===== config.mk =====
export PLATFORM = sky130hd
export DESIGN_NAME = data_cache_ctrl
export DESIGN_NICKNAME = d
export VERILOG_FILES = /design/src/rtl/data_cache_ctrl.sv
export SDC_FILE = /design/constraint.sdc
export NUM_CORES = 2
export LEC_CHECK = 0
export ABC_AREA = 1
export CAP_MARGIN = 20
export CORE_MARGIN = 3
export CORE_UTILIZATION = 67
export DETAILED_ROUTE_END_ITERATION = 12
export HOLD_SLACK_MARGIN = 0.1
export PLACE_DENSITY_LB_ADDON = 0.15
export SLEW_MARGIN = 10
export SYNTH_ARGS = -nofsm -noshare
export SYNTH_HDL_FRONTEND = slang
export SYNTH_MEMORY_MAX_BITS = 65536
export SYNTH_SLANG_ARGS = --single-unit
export TNS_END_PERCENT = 50

===== constraint.sdc =====
create_clock -name clk -period 8.6 [get_ports clk]
set_input_delay 0.86 -clock clk [delete_from_list [all_inputs] [get_ports clk]]
set_output_delay 0.86 -clock clk [all_outputs]
set_load 0.005 [all_outputs]

===== src/rtl/data_cache_ctrl.sv =====
// Direct-mapped, write-through, no-write-allocate data cache for a single-cycle MIPS core.
// Read hits are answered combinationally; refills and stores stall the core.
module data_cache_ctrl #(
  parameter int NUM_LINES      = 32,
  parameter int WORDS_PER_LINE = 4
) (
  input  logic        clk,
  input  logic        reset,
  input  logic [31:0] cpu_addr,
  input  logic [31:0] cpu_wdata,
  input  logic        cpu_rd,
  input  logic        cpu_wr,
  output logic [31:0] cpu_rdata,
  output logic        cpu_stall,
  output logic [31:0] mem_addr,
  output logic [31:0] mem_wdata,
  output logic        mem_rd,
  output logic        mem_wr,
  input  logic [31:0] mem_rdata,
  input  logic        mem_ready
);

  localparam int W  = $clog2(WORDS_PER_LINE);
  localparam int I  = $clog2(NUM_LINES);
  localparam int WB = (W == 0) ? 1 : W;
  localparam int TW = 30 - I - W;

  typedef enum logic [1:0] {
    IDLE   = 2'd0,
    REFILL = 2'd1,
    WRITE  = 2'd2,
    WDONE  = 2'd3
  } state_t;

  state_t          state_r;
  state_t          state_next_s;
  logic [31:0]     data_r [NUM_LINES][WORDS_PER_LINE];
  logic [TW-1:0]   tag_r  [NUM_LINES];
  logic [NUM_LINES-1:0] valid_r;
  logic [WB-1:0]   count_r;

  logic [WB-1:0]   word_s;
  logic [I-1:0]    index_s;
  logic [TW-1:0]   tag_s;
  logic            hit_s;
  logic            last_beat_s;
  logic [31:0]     refill_addr_s;

  assign word_s        = (W == 0) ? '0 : WB'(cpu_addr[31:2]);
  assign index_s       = I'(cpu_addr >> (W + 2));
  assign tag_s         = TW'(cpu_addr >> (I + W + 2));
  assign hit_s         = valid_r[index_s] & (tag_r[index_s] == tag_s);
  assign last_beat_s   = (count_r == WB'(WORDS_PER_LINE - 1));
  assign refill_addr_s = {tag_s, index_s, {(W + 2){1'b0}}};

  // State register
  always_ff @(posedge clk or posedge reset) begin
    if (reset) begin
      state_r <= IDLE;
    end else begin
      state_r <= state_next_s;
    end
  end

  // Next-state logic; stores take priority over loads
  always_comb begin
    state_next_s = state_r;
    case (state_r)
      IDLE: begin
        if (cpu_wr) begin
          state_next_s = WRITE;
        end else if (cpu_rd && !hit_s) begin
          state_next_s = REFILL;
        end else begin
          state_next_s = IDLE;
        end
      end
      REFILL: begin
        if (mem_ready && last_beat_s) begin
          state_next_s = IDLE;
        end else begin
          state_next_s = REFILL;
        end
      end
      WRITE: begin
        if (mem_ready) begin
          state_next_s = WDONE;
        end else begin
          state_next_s = WRITE;
        end
      end
      WDONE:   state_next_s = IDLE;
      default: state_next_s = IDLE;
    endcase
  end

  // CPU-facing outputs: stall and hit data
  always_comb begin
    cpu_stall = 1'b0;
    cpu_rdata = 32'h0;
    case (state_r)
      IDLE:    cpu_stall = cpu_wr | (cpu_rd & ~hit_s);
      REFILL:  cpu_stall = 1'b1;
      WRITE:   cpu_stall = 1'b1;
      WDONE:   cpu_stall = 1'b0;
      default: cpu_stall = 1'b0;
    endcase
    if (hit_s) begin
      cpu_rdata = data_r[index_s][word_s];
    end else begin
      cpu_rdata = 32'h0;
    end
  end

  // Memory request registers, beat counter and valid bits
  always_ff @(posedge clk or posedge reset) begin
    if (reset) begin
      mem_rd    <= 1'b0;
      mem_wr    <= 1'b0;
      mem_addr  <= 32'h0;
      mem_wdata <= 32'h0;
      count_r   <= '0;
      valid_r   <= '0;
    end else begin
      case (state_r)
        IDLE: begin
          if (cpu_wr) begin
            mem_wr    <= 1'b1;
            mem_addr  <= {cpu_addr[31:2], 2'b00};
            mem_wdata <= cpu_wdata;
          end else if (cpu_rd && !hit_s) begin
            mem_rd   <= 1'b1;
            mem_addr <= refill_addr_s;
            count_r  <= '0;
          end
        end
        REFILL: begin
          if (mem_ready) begin
            if (last_beat_s) begin
              mem_rd           <= 1'b0;
              valid_r[index_s] <= 1'b1;
            end else begin
              count_r  <= count_r + WB'(1);
              mem_addr <= mem_addr + 32'd4;
            end
          end
        end
        WRITE: begin
          if (mem_ready) begin
            mem_wr <= 1'b0;
          end
        end
        default: ;
      endcase
    end
  end

  // Data and tag arrays; never reset, qualified by valid_r
  always_ff @(posedge clk) begin
    if (state_r == REFILL && mem_ready) begin
      data_r[index_s][count_r] <= mem_rdata;
      if (last_beat_s) begin
        tag_r[index_s] <= tag_s;
      end
    end else if (state_r == WRITE && mem_ready && hit_s) begin
      data_r[index_s][word_s] <= cpu_wdata;
    end
  end

endmodule


==> metrics.md <==
| Metric | Value |
|---|---|
| Register area | `roughly 150000 um2` |
| Vias in the first global route | `approximately 120k` |
| Post-Syn Instances | `around 13000` |
| WL/cell | `about 34 um` |
| Fin crit period | `around 7.5 ns` |
| Mapped Area | `around 190000 um2` |
| R2r startpoint | `tag_r[11][6]` |
| Synth top area share | `approximately three quarters` |
| Dpl cells | `between 15000 and 20000` |
| Drt drc | `0` |
| Via count | `between 100k and 150k` |
| Rows | `between 150 and 200` |
| Clock Latency Late Sink | `roughly 1.0 ns` |
| Post-CTS Setup Bufs | `0` |
| Post-synth EDFFs | `between 4000 and 5000` |
| Fmax | `approximately 0.13 GHz` |
| Layout cell share with drive strength beyond 1 | `between 10% and 20%` |
| P_leak | `73.6 nW` |
| Total grt overflow | `0` |
| Synth top cells by count | `edfxtp_1, nand2_1, nor2_1` |
| Core area | `around 280000 um2` |
| WS Path Type | `in2out` |
| Power Density | `approximately 230 nW/um2` |
| Status | `complete, no violations` |
| TritonCTS clock tree | `built` |
| Synth Register Bits | `roughly 4900` |
| Final Net Count | `13800` |
| Final Max Tran Viols | `0` |
| Slowest CP cell | `o31ai_1` |
| Antenna-violating nets left | `0` |
| Initial antenna violation count | `35` |
| Synth-to-Final Area Change | `13.0%` |
| Predominant post-synthesis flop cell | `edfxtp_1` |
| Distinct cell type count after synthesis | `between 40 and 50` |
| Async SR Flop Fraction | `slightly above 2%` |
| Worst Path Max Fanout | `85` |
| Worst path arrival time | `~6.7 ns` |
| Crit. End Element | `output port` |
| Vias/cell | `between 7 and 8` |
| Post-Layout Cell Count | `17800` |
| First-pass GRT wire length | `between 800000 and 900000 um` |
| DIE AREA | `between 200000 and 300000 um2` |
| Die Y | `538 um` |
| Tcrit/Tclk final | `approximately 88%` |
| Ranking of synthesized cells by area | `edfxtp_1, nand2_1, o31ai_1, o22ai_1, nor2_1` |
| Count leader, synth | `edfxtp_1` |
| Filler cell count | `between 15000 and 20000` |
| # setup viols final | `0` |
| CP delay by family, top | `buffers and inverters` |
| Initial Util | `approximately two thirds` |
| Total negative slack | `0 ns` |
| Placer Congestion | `0.927` |
| Register area share after synthesis | `~78%` |
| Crit-path cells | `buf_8, inv_8, nand2_8, buf_4, o22ai_1, o31ai_1, nand2_1, o31ai_1, buf_4, o21ai_0, nor3_1, clkdlybuf4s50_1` |
| Pre-antenna DRT Iters | `6` |
| RSZ-0062 raised after global routing | `false` |
| GR Util All Layers | `around two fifths` |
| Yosys warnings | `0` |
| Setup crit start | `cpu_addr[4]` |
| Fin Clk Skew | `slightly below 0.07 ns` |
| Bufs and invs on worst path | `5` |
| Worst slew pin tran | `1.34 ns` |
| IO Count | `200` |
| Pwr Total | `between 40 and 50 mW` |
| CTS root buf | `clkbuf_16` |
| Clk slew on worst S/H paths | `roughly 0.060 ns` |
| # H-tree levels | `5` |
| Largest net degree at the start of global routing | `~160` |
| Max clock buf depth | `4` |
| Clk sink count | `4932` |
| Final Hold Fails | `0` |
| Maximum vdd drop | `~280 uV` |
| Footprint of the multi-input gates | `between 40000 and 50000 um2` |
| WP data required | `a little under 8 ns` |
| Number of hold buffers added after cts | `0` |
| DRT Wirelength | `roughly 600000 um` |
| Critical path startpoint category | `input pin` |
| Die Width | `roughly 540 um` |
| CTS buffer count | `463` |
| Yosys top cell by area | `edfxtp_1` |
| PortBufs | `195` |
| DP Wirelength | `roughly 310000 um` |
| Avg Inst Size Synth | `roughly 14 um2` |
| DR iter-0 viols | `~23000` |
| Max incr delay on CP | `0.91 ns` |
| Max-slew headroom | `9.92%` |
| Max-Cap Viols | `0` |
| Hold WC Path Type | `in2async` |
| Post-CTS resize count | `0` |
## cell type report
| cell class | count | share of cell area (%) |
|---|---|---|
| repair buffers | 704 | 3.30 |
| multi-input cells | 7484 | 18.7 |
| flip-flops and latches | 4932 | 68.8 |
| diodes | 20 | 0.0233 |
| clock buffers | 600 | 5.76 |
| inverters | 124 | 0.226 |
| clock inverters | 244 | 0.959 |
| well taps | 3724 | 2.17 |
## registers in the layout, indices dropped and copies added (netlist names)
register / flops
mem_wdata: 32
count_r: 2
tag_r: 736
data_r: 4096
mem_rd: 1
mem_wr: 1
state_r: 2
valid_r: 32
mem_addr: 30
## metal layers
layer	vias up	GRT usage, %	wire length (um)
li1	51700	-	-
met2	11200	61.2	269000
met4	22	23.1	41000
met3	2178	12.1	94400
met5	-	0	138
met1	61900	54.1	194000
## cells in the final DEF (no fill, tap or decap), types with 21 or more instances in the layout
master,n
nor2_4,35
edfxtp_1,4832
a21oi_1,23
clkinv_2,70
nand4_1,181
o31ai_1,901
nor4_1,21
a31oi_1,33
bufinv_16,32
clkinv_1,113
buf_8,36
a21oi_4,128
o22ai_1,868
o21ai_2,103
buf_4,393
o21ai_1,34
clkdlybuf4s50_1,193
buf_12,68
inv_1,113
nand3_1,105
clkbuf_1,121
nor2_1,1318
o21ai_0,308
a22o_1,78
nor3_1,896
nand2_1,2195
clkbuf_16,471
dfrtp_1,100
o221ai_1,162
## cells by family (layout without fill, tap and decap cells)
logic type,count (synthesis),count (layout),synth area share (%)
flops,4932,4932,77.8
compound gates,2667,2667,9.32
xor+xnor,11,11,0.0508
mux,1,1,0.00528
buf+inv,1038,1672,2.28
simple gates,4795,4795,10.5
other cells,1,22,0.00198
fa+ha+maj,8,8,0.0528
## power breakdown
group | leakage, nW | switching (mW) | total (mW) | internal [mW]
clock network | 7.03 | 8.67 | 19.7 | 11.0
logic | 21.9 | 2.50 | 3.49 | 0.994
registers | 44.6 | 0.197 | 26.8 | 26.6
total | 73.6 | 11.4 | 50.0 | 38.6
## per-stage QoR
stage	hold slack [ns]	setup slack, ns	utilization [%]	cell area [um2]
detailed placement	0.446	1.41	71.0	199000
CTS	0.254	1.45	76.1	214000
finish	0.256	1.06	76.4	214000
global placement	0.435	1.37	70.9	199000
global route	0.259	1.12	76.4	214000
floorplan	0.424	3.71	-	190000
## worst paths after layout
check                           endpoint  slack, ns  depth (start not counted)
min reg2reg                  valid_r[27]       0.46                          2
min                         mem_wdata[1]       0.26                          2
min in group clk             valid_r[27]       0.46                          2
max in group asynchronous     state_r[1]       7.14                          4
max reg2reg                 data_r[8][8]       3.67                         19
max                        cpu_rdata[17]       1.06                         12
Power figures use the tool's default switching activity.
